[src/rtl/e203_exu_flush_ctrl.sv]
// Flush arbiter between branch-mispredict and exception/IRQ sources: forms the target PC,
// holds one flush toward the IFU until accepted, and counts accepted flushes per source.
// Optional macro E203_FLUSH_BYPASS_EN enables a same-cycle flush path while IDLE.
module e203_exu_flush_ctrl #(
  parameter int PC_SIZE = 32,
  parameter int CNT_W   = 16
) (
  input  logic               clk,
  input  logic               rst_n,
  input  logic               brchmis_flush_req,
  input  logic [PC_SIZE-1:0] brchmis_flush_add_op1,
  input  logic [PC_SIZE-1:0] brchmis_flush_add_op2,
  output logic               brchmis_flush_ack,
  input  logic               excpirq_flush_req,
  input  logic [PC_SIZE-1:0] excpirq_flush_add_op1,
  input  logic [PC_SIZE-1:0] excpirq_flush_add_op2,
  output logic               excpirq_flush_ack,
  output logic               pipe_flush_req,
  output logic [PC_SIZE-1:0] pipe_flush_pc,
  input  logic               pipe_flush_ack,
  output logic               pipe_flush_busy,
  output logic [CNT_W-1:0]   brchmis_flush_cnt,
  output logic [CNT_W-1:0]   excpirq_flush_cnt
);

  typedef enum logic [0:0] {
    IDLE = 1'b0,
    PEND = 1'b1
  } state_e;

  state_e             state_q, state_d;
  logic [PC_SIZE-1:0] pc_q, pc_d;
  logic [CNT_W-1:0]   brch_cnt_q, brch_cnt_d;
  logic [CNT_W-1:0]   excp_cnt_q, excp_cnt_d;
  logic               win_req;
  logic [PC_SIZE-1:0] win_sum;
  logic               brch_ack, excp_ack;
  logic               flush_req;
  logic [PC_SIZE-1:0] flush_pc;

  // Arbitration, target adder, next-state and source acks
  always_comb begin
    win_req = excpirq_flush_req | brchmis_flush_req;
    if (excpirq_flush_req) begin
      win_sum = excpirq_flush_add_op1 + excpirq_flush_add_op2;
    end else begin
      win_sum = brchmis_flush_add_op1 + brchmis_flush_add_op2;
    end

    state_d   = state_q;
    pc_d      = pc_q;
    excp_ack  = 1'b0;
    brch_ack  = 1'b0;
    flush_req = 1'b0;
    flush_pc  = pc_q;

    case (state_q)
      IDLE: begin
        // Acks stay low while reset is held so no flush is counted or lost
        if (rst_n && win_req) begin
          excp_ack = excpirq_flush_req;
          brch_ack = brchmis_flush_req & ~excpirq_flush_req;
          pc_d     = win_sum;
`ifdef E203_FLUSH_BYPASS_EN
          flush_req = 1'b1;
          flush_pc  = win_sum;
          if (pipe_flush_ack) begin
            state_d = IDLE;
          end else begin
            state_d = PEND;
          end
`else
          state_d = PEND;
`endif
        end else begin
          state_d = IDLE;
        end
      end
      PEND: begin
        flush_req = 1'b1;
        if (pipe_flush_ack) begin
          state_d = IDLE;
        end else begin
          state_d = PEND;
        end
      end
      default: begin
        state_d = IDLE;
      end
    endcase

    brch_cnt_d = brch_cnt_q + {{(CNT_W-1){1'b0}}, brch_ack};
    excp_cnt_d = excp_cnt_q + {{(CNT_W-1){1'b0}}, excp_ack};
  end

  // State, captured PC and wrap-around event counters
  always_ff @(posedge clk) begin
    if (!rst_n) begin
      state_q    <= IDLE;
      pc_q       <= {PC_SIZE{1'b0}};
      brch_cnt_q <= {CNT_W{1'b0}};
      excp_cnt_q <= {CNT_W{1'b0}};
    end else begin
      state_q    <= state_d;
      pc_q       <= pc_d;
      brch_cnt_q <= brch_cnt_d;
      excp_cnt_q <= excp_cnt_d;
    end
  end

  assign brchmis_flush_ack = brch_ack;
  assign excpirq_flush_ack = excp_ack;
  assign pipe_flush_req    = flush_req;
  assign pipe_flush_pc     = flush_pc;
  assign pipe_flush_busy   = (state_q == PEND);
  assign brchmis_flush_cnt = brch_cnt_q;
  assign excpirq_flush_cnt = excp_cnt_q;

endmodule
[config.mk]
export PLATFORM = sky130hd
export DESIGN_NAME = e203_exu_flush_ctrl
export DESIGN_NICKNAME = d
export VERILOG_FILES = /design/src/rtl/e203_exu_flush_ctrl.sv
export SDC_FILE = /design/constraint.sdc
export NUM_CORES = 1
export LEC_CHECK = 0
export BUFFER_PORTS_ARGS = -buffer_cell sky130_fd_sc_hd__buf_4
export CAP_MARGIN = 10
export CELL_PAD_IN_SITES_DETAIL_PLACEMENT = 1
export CELL_PAD_IN_SITES_GLOBAL_PLACEMENT = 1
export CORE_ASPECT_RATIO = 2
export CORE_MARGIN = 4
export CORE_UTILIZATION = 37
export DETAILED_ROUTE_END_ITERATION = 8
export PLACE_DENSITY_LB_ADDON = 0.1
export SLEW_MARGIN = 0
export SYNTH_ARGS = -nofsm -noshare
export SYNTH_HDL_FRONTEND = slang
export SYNTH_SLANG_ARGS = --single-unit
[constraint.sdc]
create_clock -name clk -period 3.2 [get_ports clk]
set_clock_uncertainty 0.15 [all_clocks]
set_input_delay 0.32 -clock clk [delete_from_list [all_inputs] [get_ports clk]]
set_output_delay 0.32 -clock clk [all_outputs]
set_load 0.01 [all_outputs]
==> impl_metrics.py, run 1 <==
metrics = {
    "outcome": {
        "outcome": "completed",
    },
    "synth": {
        "synth_fp_nets": 968,
        "synth_top_area_share": 0.2162,
        "yosysUniqueCellTypes": 67,
        "synth_cells": 767,
        "post-synth-top-area-cell": "dfxtp_1",
        "ys_ff_latch": 65,
        "ys_async_sr_fraction": 0,
        "synth-seq-area-share": 0.2162,
        "yosys_warnings": 0,
        "synth_ff_type": "dfxtp_1",
        "synth_area_um2": 6018,
        "synth.avg_cell_area_um2": 7.847,
        "synth_edf_count": 0,
        "synth.area.top_cells": "dfxtp_1 (22%), ha_1 (14%), xnor2_1 (7.3%), a21oi_1 (6.1%), o21ai_0 (5.0%)",
    },
    "sta": {
        "tightest_slew_ps": 710.1,
        "period_needed_ps": 2979,
        "relSlewSlack": 0.5144,
        "holdWs_ps": 148.8,
        "setup_violations": 0,
        "finalCritPeriodShare": 0.9311,
        "rsz0062_at_grt": "false",
        "max_freq_ghz": 0.3356,
        "hold_viol_final": 0,
        "final_max_slew_viol_count": 0,
    },
    "setup_path": {
        "crit_fanout": 2,
        "critPathLaunchType": "input port",
        "worstPathArrival_ps": 3060,
        "path_class": "input port to flop",
        "worstPathRequired_ps": 3280,
        "endpoint_kind": "flop",
    },
    "finish": {
        "final_cell_mix": "buf_4 (231), a21oi_1 (73), ha_1 (66), dfxtp_1 (65), o21ai_0 (60)",
        "fin_nets": 1179,
        "drive_gt1_frac": 0.2686,
        "fill_cells": 2014,
        "diodes": 0,
        "layout_commonest_cell": "buf_4",
        "syn_to_final_growth_pct": 36.42,
    },
    "clock_tree": {
        "clk_path_buf_depth": 2,
        "clock_sinks": 65,
        "clock_latency_ps": 340,
        "cts_root_buf": "clkbuf_16",
        "cts_buffers": 9,
        "clk_pin_slew_ps": 60,
        "cts_tree": "yes",
        "htreeDepth": 3,
    },
    "routing": {
        "firstDrtPassIters": 4,
        "vias_per_cell": 5.617,
        "num_vias": 6650,
        "ant_nets": 0,
        "drc_errors": 0,
        "wl_per_cell_um": 19.61,
        "drtIter0Drc": 110,
        "routed_wl_um": 23220,
    },
    "global_route": {
        "met2_usage": 0.5289,
        "grt_use_total": 0.2488,
        "use_met3": 0.05002,
        "grt_overflow_total": 0,
        "top_usage_layer": "met2",
        "grt_pass1_vias": 7552,
        "grt_pass1_wl_um": 36880,
        "grtUsageMet1": 0.1982,
        "grt_max_degree": 64,
        "antenna_found_initial": 0,
    },
    "die": {
        "die_x_um": 98.18,
        "coreArea_um2": 15860,
        "initial_core_util": 0.3795,
        "die_area_um2": 18490,
        "die_h_um": 188.4,
        "num_rows": 65,
        "ioPinCount": 201,
    },
    "run": {
        "maxCapViolations": 0,
    },
    "power_and_ir_drop": {
        "clockPowerShare": 0.326,
        "p_sw_frac": 0.3451,
        "power.density_nw_per_um2": 397.7,
        "p_seq_frac": 0.280,
        "p_switching_mw": 1.127,
        "p_leak_nw": 3.963,
        "share_comb_of_total_power": 0.393,
        "ir_drop_uv": 177.5,
        "power.internal_mw": 2.138,
        "total_power_mw": 3.265,
    },
    "place": {
        "portBuffers": 200,
        "hpwl_um": 19590,
        "place.gp.congestion": 0.8599,
    },
    "worst_hold_path": {
        "worstHoldPathType": "input port to flop",
    },
}
## power by group through the flow
stage	combinational (mW)	clock (mW)	sequential (mW)
final	1.28	1.07	0.915
after global routing	1.41	1.12	0.922
after CTS	1.30	1.09	0.916
after detailed placement	1.29	0	0.932
after global placement	1.26	0	0.930
after floorplan	0.707	0	0.951
## final cells by class
class / instances / area [µm²] / share of cell area
Clock buffer: 10 / 229.0 / 0.02789
Clock inverter: 6 / 82.58 / 0.01006
Timing Repair Buffer: 231 / 1734 / 0.2112
Multi-Input combinational cell: 657 / 4559 / 0.5553
Inverter: 14 / 52.55 / 0.006400
Sequential cell: 65 / 1301 / 0.1585
Tap cell: 201 / 251.5 / 0.03063
## synth_stat cells (4+ instances only)
library cell / count
a211o_1: 5
a211oi_1: 13
a21o_1: 38
a21oi_1: 73
a31oi_1: 9
and2_1: 36
and3_1: 13
clkbuf_1: 29
dfxtp_1: 65
ha_1: 66
inv_1: 12
mux2i_1: 8
nand2_1: 55
nand2b_1: 8
nand3_1: 31
nand4_1: 9
nor2_1: 52
nor2b_1: 6
nor3_1: 7
o211a_1: 4
o211ai_1: 6
o21a_1: 9
o21ai_0: 60
o21ai_1: 5
o21bai_1: 7
o31ai_1: 5
or3_1: 6
xnor2_1: 50
xor2_1: 23
## repair_timing
item | in CTS | in global routing
endpoints found under the hold margin | 0 | 0
hold buffers | 0 | 0
resized for setup | 0 | 3
buffers inserted | 0 | 0
setup endpoints to repair | 0 | 4
## sequential cells by signal (all words and copies together) (netlist names)
name and flops:
brchmis_flush_cnt 16, excpirq_flush_cnt 16, pipe_flush_busy 1, pipe_flush_pc 32
## kinds of logic (layout without fill, tap and decap cells)
group                      after synthesis  in the layout  share of synthesized area
adders and majority gates               68             68                     0.1439
muxes                                    8              8                    0.01331
DFF                                     65             65                     0.2162
buffers and inverters                   45            261                    0.02869
and+or+nand+nor                        242            242                     0.2033
xor gates and xnor gates                73             73                     0.1062
AOI/OAI and AO/OA                      266            266                     0.2884
## routing by layer
metal,share of wire,routed length [µm]
met5,0,0
met4,0.052,1218
met3,0.050,1155
met2,0.60,13940
met1,0.30,6898
## worst max-delay path, cell delays in order
cell	delay [ps]
buf_4	110
ha_1	210
fa_1	410
a211oi_2	310
o21a_1	210
o41ai_4	90
o2111ai_1	300
nand3_2	150
a31oi_2	250
o21ai_0	150
mux2i_1	210
o22ai_1	100
a211o_1	220
## metrics by stage
step	setup WS (ps)	util	cell area (µm²)	instances	setup TNS, ps
3_5_place_dp	-252.0	0.4973	7886	1168	-794.1
2_1_floorplan	266.6	-	6018	767	0
6_report	220.5	0.5177	8210	1184	0
3_3_place_gp	-248.6	0.4973	7886	1168	-521.1
4_1_cts	77.48	0.5169	8198	1184	0
5_1_grt	37.44	0.5177	8210	1184	0
## path summary, 6_finish.rpt
kind                            depth (start not counted)                      from  slack, ps                     to
worst max-delay path                                   13  brchmis_flush_add_op1[0]        220      pipe_flush_pc[28]
worst min-delay path                                    3            pipe_flush_ack        150        pipe_flush_busy
worst max register to register                          9           pipe_flush_busy        540  brchmis_flush_cnt[10]
worst min register to register                          2          pipe_flush_pc[2]        330       pipe_flush_pc[2]
Note: power is estimated with default switching activity, not from simulation.
==> run 2: changes to the inputs <==
Settings changed: ABC_AREA set to 1, CORE_UTILIZATION 37 to 36.
==> impl_metrics.py, run 2 <==
metrics = {
    "setup_path": {
        "endpoint_kind": "flop",
        "crit_fanout": 8,
        "slowest_delay_ps": 370,
        "rr_endpoint": "brchmis_flush_cnt[14]",
        "worstPathArrival_ps": 2710,
        "cp_top_family": "simple AND/OR/NAND/NOR gates",
        "crit_start": "pipe_flush_busy",
        "cp_num_cells": 14,
        "r2r_cells": 14,
        "timing.reg2reg.setup_slack_ps": 580,
        "critPathLaunchType": "flop",
        "cp_slowest_cell": "dfxtp_1",
        "endpoint": "brchmis_flush_cnt[14]",
        "crit_chain": "nor2_4, inv_2, nor3_1, ha_1, ha_1, nand2_1, inv_1, nand3_1, nor4_2, nand4_1, clkinv_1, nand3_1, nand2_1, nor2_1",
        "path_class": "flop to flop",
        "r2r_start": "pipe_flush_busy",
        "crit_buf_inv": 3,
        "worstPathRequired_ps": 3280,
    },
    "clock_tree": {
        "post_cts_resize_count": 0,
        "postCtsSetupBuffers": 0,
        "cts_buffers": 9,
        "cts_root_buf": "clkbuf_16",
        "clock_sinks": 65,
        "clk_path_buf_depth": 2,
        "clk_pin_slew_ps": 60,
        "htreeDepth": 3,
        "cts_tree": "yes",
        "clock_latency_ps": 340,
        "cts_hold_buffers": 0,
    },
    "sta": {
        "holdWs_ps": 39.65,
        "hold_viol_final": 0,
        "setup_violations": 0,
        "rsz0062_at_grt": "false",
        "finalCritPeriodShare": 0.8202,
        "period_needed_ps": 2625,
        "relSlewSlack": 0.5783,
        "max_freq_ghz": 0.3810,
        "tightest_slew_ps": 632.6,
        "fin_ws_ps": 575.5,
        "final_max_slew_viol_count": 0,
        "fin_tns_setup_ps": 0,
    },
    "synth": {
        "ys_ff_latch": 65,
        "yosysMostFrequentCell": "nand2_1",
        "synth_edf_count": 0,
        "yosys-top-cells-count": "nand2_1 (446), inv_1 (226), a21oi_1 (118), nand3_1 (94), nor2_1 (84)",
        "synth_area_um2": 7417,
        "synth_top_area_share": 0.2257,
        "post-synth-top-area-cell": "nand2_1",
        "yosys_warnings": 0,
        "synth_ff_type": "dfxtp_1",
        "synth.area.top_cells": "nand2_1 (23%), dfxtp_1 (18%), inv_1 (11%), ha_1 (11%), a21oi_1 (8.0%)",
        "synth_fp_nets": 1511,
        "synth-seq-area-share": 0.1754,
        "yosysUniqueCellTypes": 42,
        "ys_async_sr_fraction": 0,
        "synth.avg_cell_area_um2": 5.662,
        "synth_cells": 1310,
    },
    "finish": {
        "fin_cells": 1777,
        "final_util": 0.4646,
        "diodes": 0,
        "final_cell_mix": "nand2_1 (446), inv_1 (226), buf_4 (205), a21oi_1 (118), nand3_1 (94)",
        "largest_register_ffs": 32,
        "drive_gt1_frac": 0.1866,
        "fin_nets": 1707,
        "design_area_um2": 9464,
        "syn_to_final_growth_pct": 27.60,
        "layout_commonest_cell": "nand2_1",
    },
    "routing": {
        "firstDrtPassIters": 4,
        "wl_per_cell_um": 15.93,
        "vias_per_cell": 5.069,
        "routed_wl_um": 28300,
        "drc_errors": 0,
        "num_vias": 9008,
        "ant_nets": 0,
        "drtIter0Drc": 329,
    },
    "place": {
        "portBuffers": 200,
        "dp_slack_ps": 324.4,
        "placedCellCount": 1761,
        "place.gp.congestion": 0.9145,
        "hpwl_um": 24460,
        "placed_area_um2": 9189,
    },
    "global_route": {
        "grt_use_total": 0.2502,
        "grt_max_degree": 60,
        "grt_pass1_vias": 9603,
        "antenna_found_initial": 0,
        "grt_overflow_total": 0,
        "grt_pass1_wl_um": 45360,
    },
    "run": {
        "maxCapViolations": 0,
    },
    "die": {
        "ioPinCount": 201,
        "die_h_um": 211.0,
        "initial_core_util": 0.3641,
        "num_rows": 74,
        "die_area_um2": 23100,
        "die_x_um": 109.5,
        "coreArea_um2": 20370,
    },
    "power_and_ir_drop": {
        "p_leak_nw": 5.337,
        "total_power_mw": 3.196,
        "power.density_nw_per_um2": 337.7,
        "ir_drop_uv": 276.8,
    },
    "outcome": {
        "outcome": "completed",
    },
    "worst_hold_path": {
        "worstHoldPathType": "input port to flop",
    },
}
==> run 2: cell count changes in the layout (fill, tap and decap cells not counted), sizes merged, moves of 33 or more <==
| cell | previous run | this run |
|---|---|---|
| nor2 | 52 | 97 |
| a21o | 38 | 1 |
| and2 | 36 | 3 |
| inv | 12 | 234 |
| a21oi | 74 | 129 |
| nand2 | 56 | 461 |
| nand3 | 32 | 100 |
| xnor2 | 50 | 2 |
==> run 2: cell type report <==
cell class	count	area, µm²
Clock buffer	13	260.3
Clock inverter	3	15.01
Fill cell	2967	10910
Inverter	236	885.9
Multi-Input combinational cell	989	5130
Sequential cell	65	1301
Tap cell	266	332.8
Timing Repair Buffer	205	1539
==> run 2: routing by layer <==
layer / vias up / part of all wire / track usage
met5: - / 0 / 0
met4: 0 / 0.050 / 0.1257
met3: 68 / 0.031 / 0.02600
met2: 180 / 0.58 / 0.5115
met1: 4219 / 0.34 / 0.2304
li1: 4541 / - / -
==> run 2: worst register-to-register path, cell delays in order (launching register included) <==
cell and delay [ps]:
dfxtp_1 370, nor2_4 140, inv_2 100, nor3_1 280, ha_1 250, ha_1 170, nand2_1 50, inv_1 90
nand3_1 150, nor4_2 280, nand4_1 160, clkinv_1 120, nand3_1 90, nand2_1 70, nor2_1 40
==> run 2: cells by family after synthesis <==
group                    Yosys count  synth area share
AO/OA/AOI/OAI                    199            0.1457
XOR/XNOR                          14           0.01653
adder cells (fa/ha/maj)           68            0.1167
buffers and inverters            256            0.1329
flip-flops                        65            0.1754
AND/OR/NAND/NOR                  708            0.4126
==> run 2: where the power goes <==
part           switching [mW]  internal [mW]  leakage [nW]
registers              0.0445          0.876         0.534
logic                   0.818          0.523          4.66
clock network           0.372          0.563         0.139
total                    1.23           1.96          5.34
==> run 2: worst min-delay path by stage <==
| stage | startpoint | to | slack (ps) | cells after the start |
|---|---|---|---|---|
| finish | pipe_flush_ack | pipe_flush_busy | 40 | 2 |
| detailed placement | brchmis_flush_cnt[15] | brchmis_flush_cnt[15] | 310 | 2 |
| global placement | excpirq_flush_cnt[15] | excpirq_flush_cnt[15] | 310 | 2 |
| floorplan | pipe_flush_ack | pipe_flush_busy | 280 | 1 |
| global route | pipe_flush_ack | pipe_flush_busy | 40 | 2 |
| CTS | pipe_flush_ack | pipe_flush_busy | 30 | 2 |
==> run 3: changes to the inputs <==
Settings changed: CORE_UTILIZATION 36 to 33.
Clock period 3.2 ns to 2.31 ns, I/O delays scaled along.
==> impl_metrics.py, run 3 (synthesis results as in run 2) <==
metrics = {
    "outcome": {
        "outcome": "completed",
    },
    "routing": {
        "routed_wl_um": 28370,
        "num_vias": 9061,
        "ant_nets": 0,
        "wl_per_cell_um": 15.56,
        "firstDrtPassIters": 6,
        "drc_errors": 0,
        "vias_per_cell": 4.970,
        "drtIter0Drc": 256,
    },
    "setup_path": {
        "critPathLaunchType": "flop",
        "crit_chain": "nor2_4, inv_4, nor3_4, ha_2, ha_4, nand2_2, inv_2, nand3_4, nor4_4, nand4_1, inv_2, nand3_2, nand2_1, nor2_1",
        "timing.reg2reg.setup_slack_ps": 30,
        "slowest_delay_ps": 350,
        "r2r_cells": 14,
        "path_class": "flop to flop",
        "worstPathRequired_ps": 2400,
        "crit_buf_inv": 3,
        "rr_endpoint": "brchmis_flush_cnt[14]",
        "endpoint_kind": "flop",
        "worstPathArrival_ps": 2380,
        "crit_fanout": 4,
        "crit_start": "pipe_flush_busy",
        "cp_top_family": "simple AND/OR/NAND/NOR gates",
        "crit_path_frequent_cell": "inv_2",
        "cp_slowest_cell": "dfxtp_4",
        "r2r_start": "pipe_flush_busy",
    },
    "finish": {
        "layout_commonest_cell": "nand2_1",
        "final_cell_mix": "nand2_1 (444), buf_4 (240), inv_1 (225), a21oi_1 (118), nand3_1 (91)",
        "fin_nets": 1743,
        "fill_cells": 3149,
        "drive_gt1_frac": 0.2140,
        "largest_register_ffs": 32,
        "syn_to_final_growth_pct": 33.22,
        "final_util": 0.4459,
        "diodes": 0,
    },
    "worst_hold_path": {
        "worstHoldPathType": "input port to flop",
        "holdPathEnd": "pipe_flush_pc[0]",
        "min_path_cells": 4,
        "worstHoldStart": "excpirq_flush_add_op2[0]",
    },
    "global_route": {
        "grt_overflow_total": 0,
        "grt_pass1_wl_um": 45290,
        "grt_max_degree": 60,
        "grt_use_total": 0.2260,
        "grt_pass1_vias": 9561,
        "antenna_found_initial": 0,
    },
    "sta": {
        "setup_violations": 0,
        "tightest_slew_ps": 612.1,
        "hold_viol_final": 0,
        "fin_tns_setup_ps": 0,
        "relSlewSlack": 0.5919,
        "holdWs_ps": 149.7,
        "final_max_slew_viol_count": 0,
        "finalCritPeriodShare": 0.9883,
        "max_freq_ghz": 0.4380,
        "period_needed_ps": 2283,
        "rsz0062_at_grt": "true",
        "fin_ws_ps": 27.01,
    },
    "place": {
        "portBuffers": 200,
        "place.gp.congestion": 0.9083,
        "dp_slack_ps": -137.1,
        "hpwl_um": 24520,
    },
    "clock_tree": {
        "cts_buffers": 9,
        "clk_pin_slew_ps": 50,
        "cts_root_buf": "clkbuf_16",
        "clock_sinks": 65,
        "clock_latency_ps": 350,
        "cts_tree": "yes",
        "clk_path_buf_depth": 2,
        "htreeDepth": 3,
    },
    "power_and_ir_drop": {
        "total_power_mw": 4.555,
        "ir_drop_uv": 336.1,
        "p_leak_nw": 5.557,
        "power.density_nw_per_um2": 461.0,
    },
    "die": {
        "die_h_um": 220.0,
        "num_rows": 77,
        "die_x_um": 114.0,
        "initial_core_util": 0.3347,
        "ioPinCount": 201,
        "coreArea_um2": 22160,
        "die_area_um2": 25080,
    },
    "run": {
        "maxCapViolations": 0,
    },
}
## run 3: cell count changes in the layout (fill, tap and decap cells not counted), sizes merged
cell | previous run | this run
dlygate4sd3 | 0 | 1
inv | 234 | 235
clkinv | 5 | 3
bufinv | 0 | 1
buf | 205 | 240
## run 3: worst max path at each step
| stage | slack [ps] | depth (start not counted) | to |
|---|---|---|---|
| 2_1_floorplan | -30 | 17 | brchmis_flush_cnt[12] |
| 3_3_place_gp | -30 | 19 | excpirq_flush_cnt[12] |
| 3_5_place_dp | -140 | 19 | excpirq_flush_cnt[12] |
| 4_1_cts | 80 | 15 | excpirq_flush_cnt[12] |
| 5_1_grt | -120 | 14 | brchmis_flush_cnt[14] |
| 6_report | 30 | 14 | brchmis_flush_cnt[14] |
## run 3: stage by stage
step | cell area (µm²) | instances
4_1_cts | 9774 | 1818
6_report | 9881 | 1823
3_5_place_dp | 9474 | 1801
3_3_place_gp | 9474 | 1801
5_1_grt | 9881 | 1823
2_1_floorplan | 7472 | 1310
## run 3: timing repair
action | 4_1_cts | 5_1_grt
endpoints found under the hold margin | 1 | 0
setup buffers | 0 | 5
endpoints found under the setup margin | 0 | 10
hold buffers | 1 | 0
gates resized for setup | 0 | 19
## run 3: final cells by class
class                      count  area [µm²]  area share
clock buffer                  13       250.2     0.02533
sequential                    65        1305      0.1321
multi-input combinational    989        5240      0.5303
timing repair buffer         241        1812      0.1834
tap                          276       345.3     0.03495
inverter                     236       888.4     0.08991
clock inverter                 3       40.04    0.004052
## run 3: power breakdown
group	internal, mW	total, mW	switching [mW]
clock network	0.861	1.37	0.512
registers	1.21	1.28	0.0665
logic	0.766	1.90	1.14
total	2.84	4.56	1.71
## run 3: routing by layer
layer  up-vias  routed length, µm  global-route usage  part of all wire
li1       4600                  -                   -                 -
met1      4224               9941              0.2182              0.35
met2       174              16190              0.4538              0.57
met3        63                881             0.02308             0.031
met4         0               1358              0.1181             0.048
met5         -                  0                   0                 0
## run 3: worst reg2reg max path, cell delays in order, from the launching register on
cell and delay, ps:
dfxtp_4 350, nor2_4 110, inv_4 70, nor3_4 170, ha_2 230, ha_4 140, nand2_2 40, inv_2 80
nand3_4 90, nor4_4 300, nand4_1 160, inv_2 120, nand3_2 60, nand2_1 60, nor2_1 50
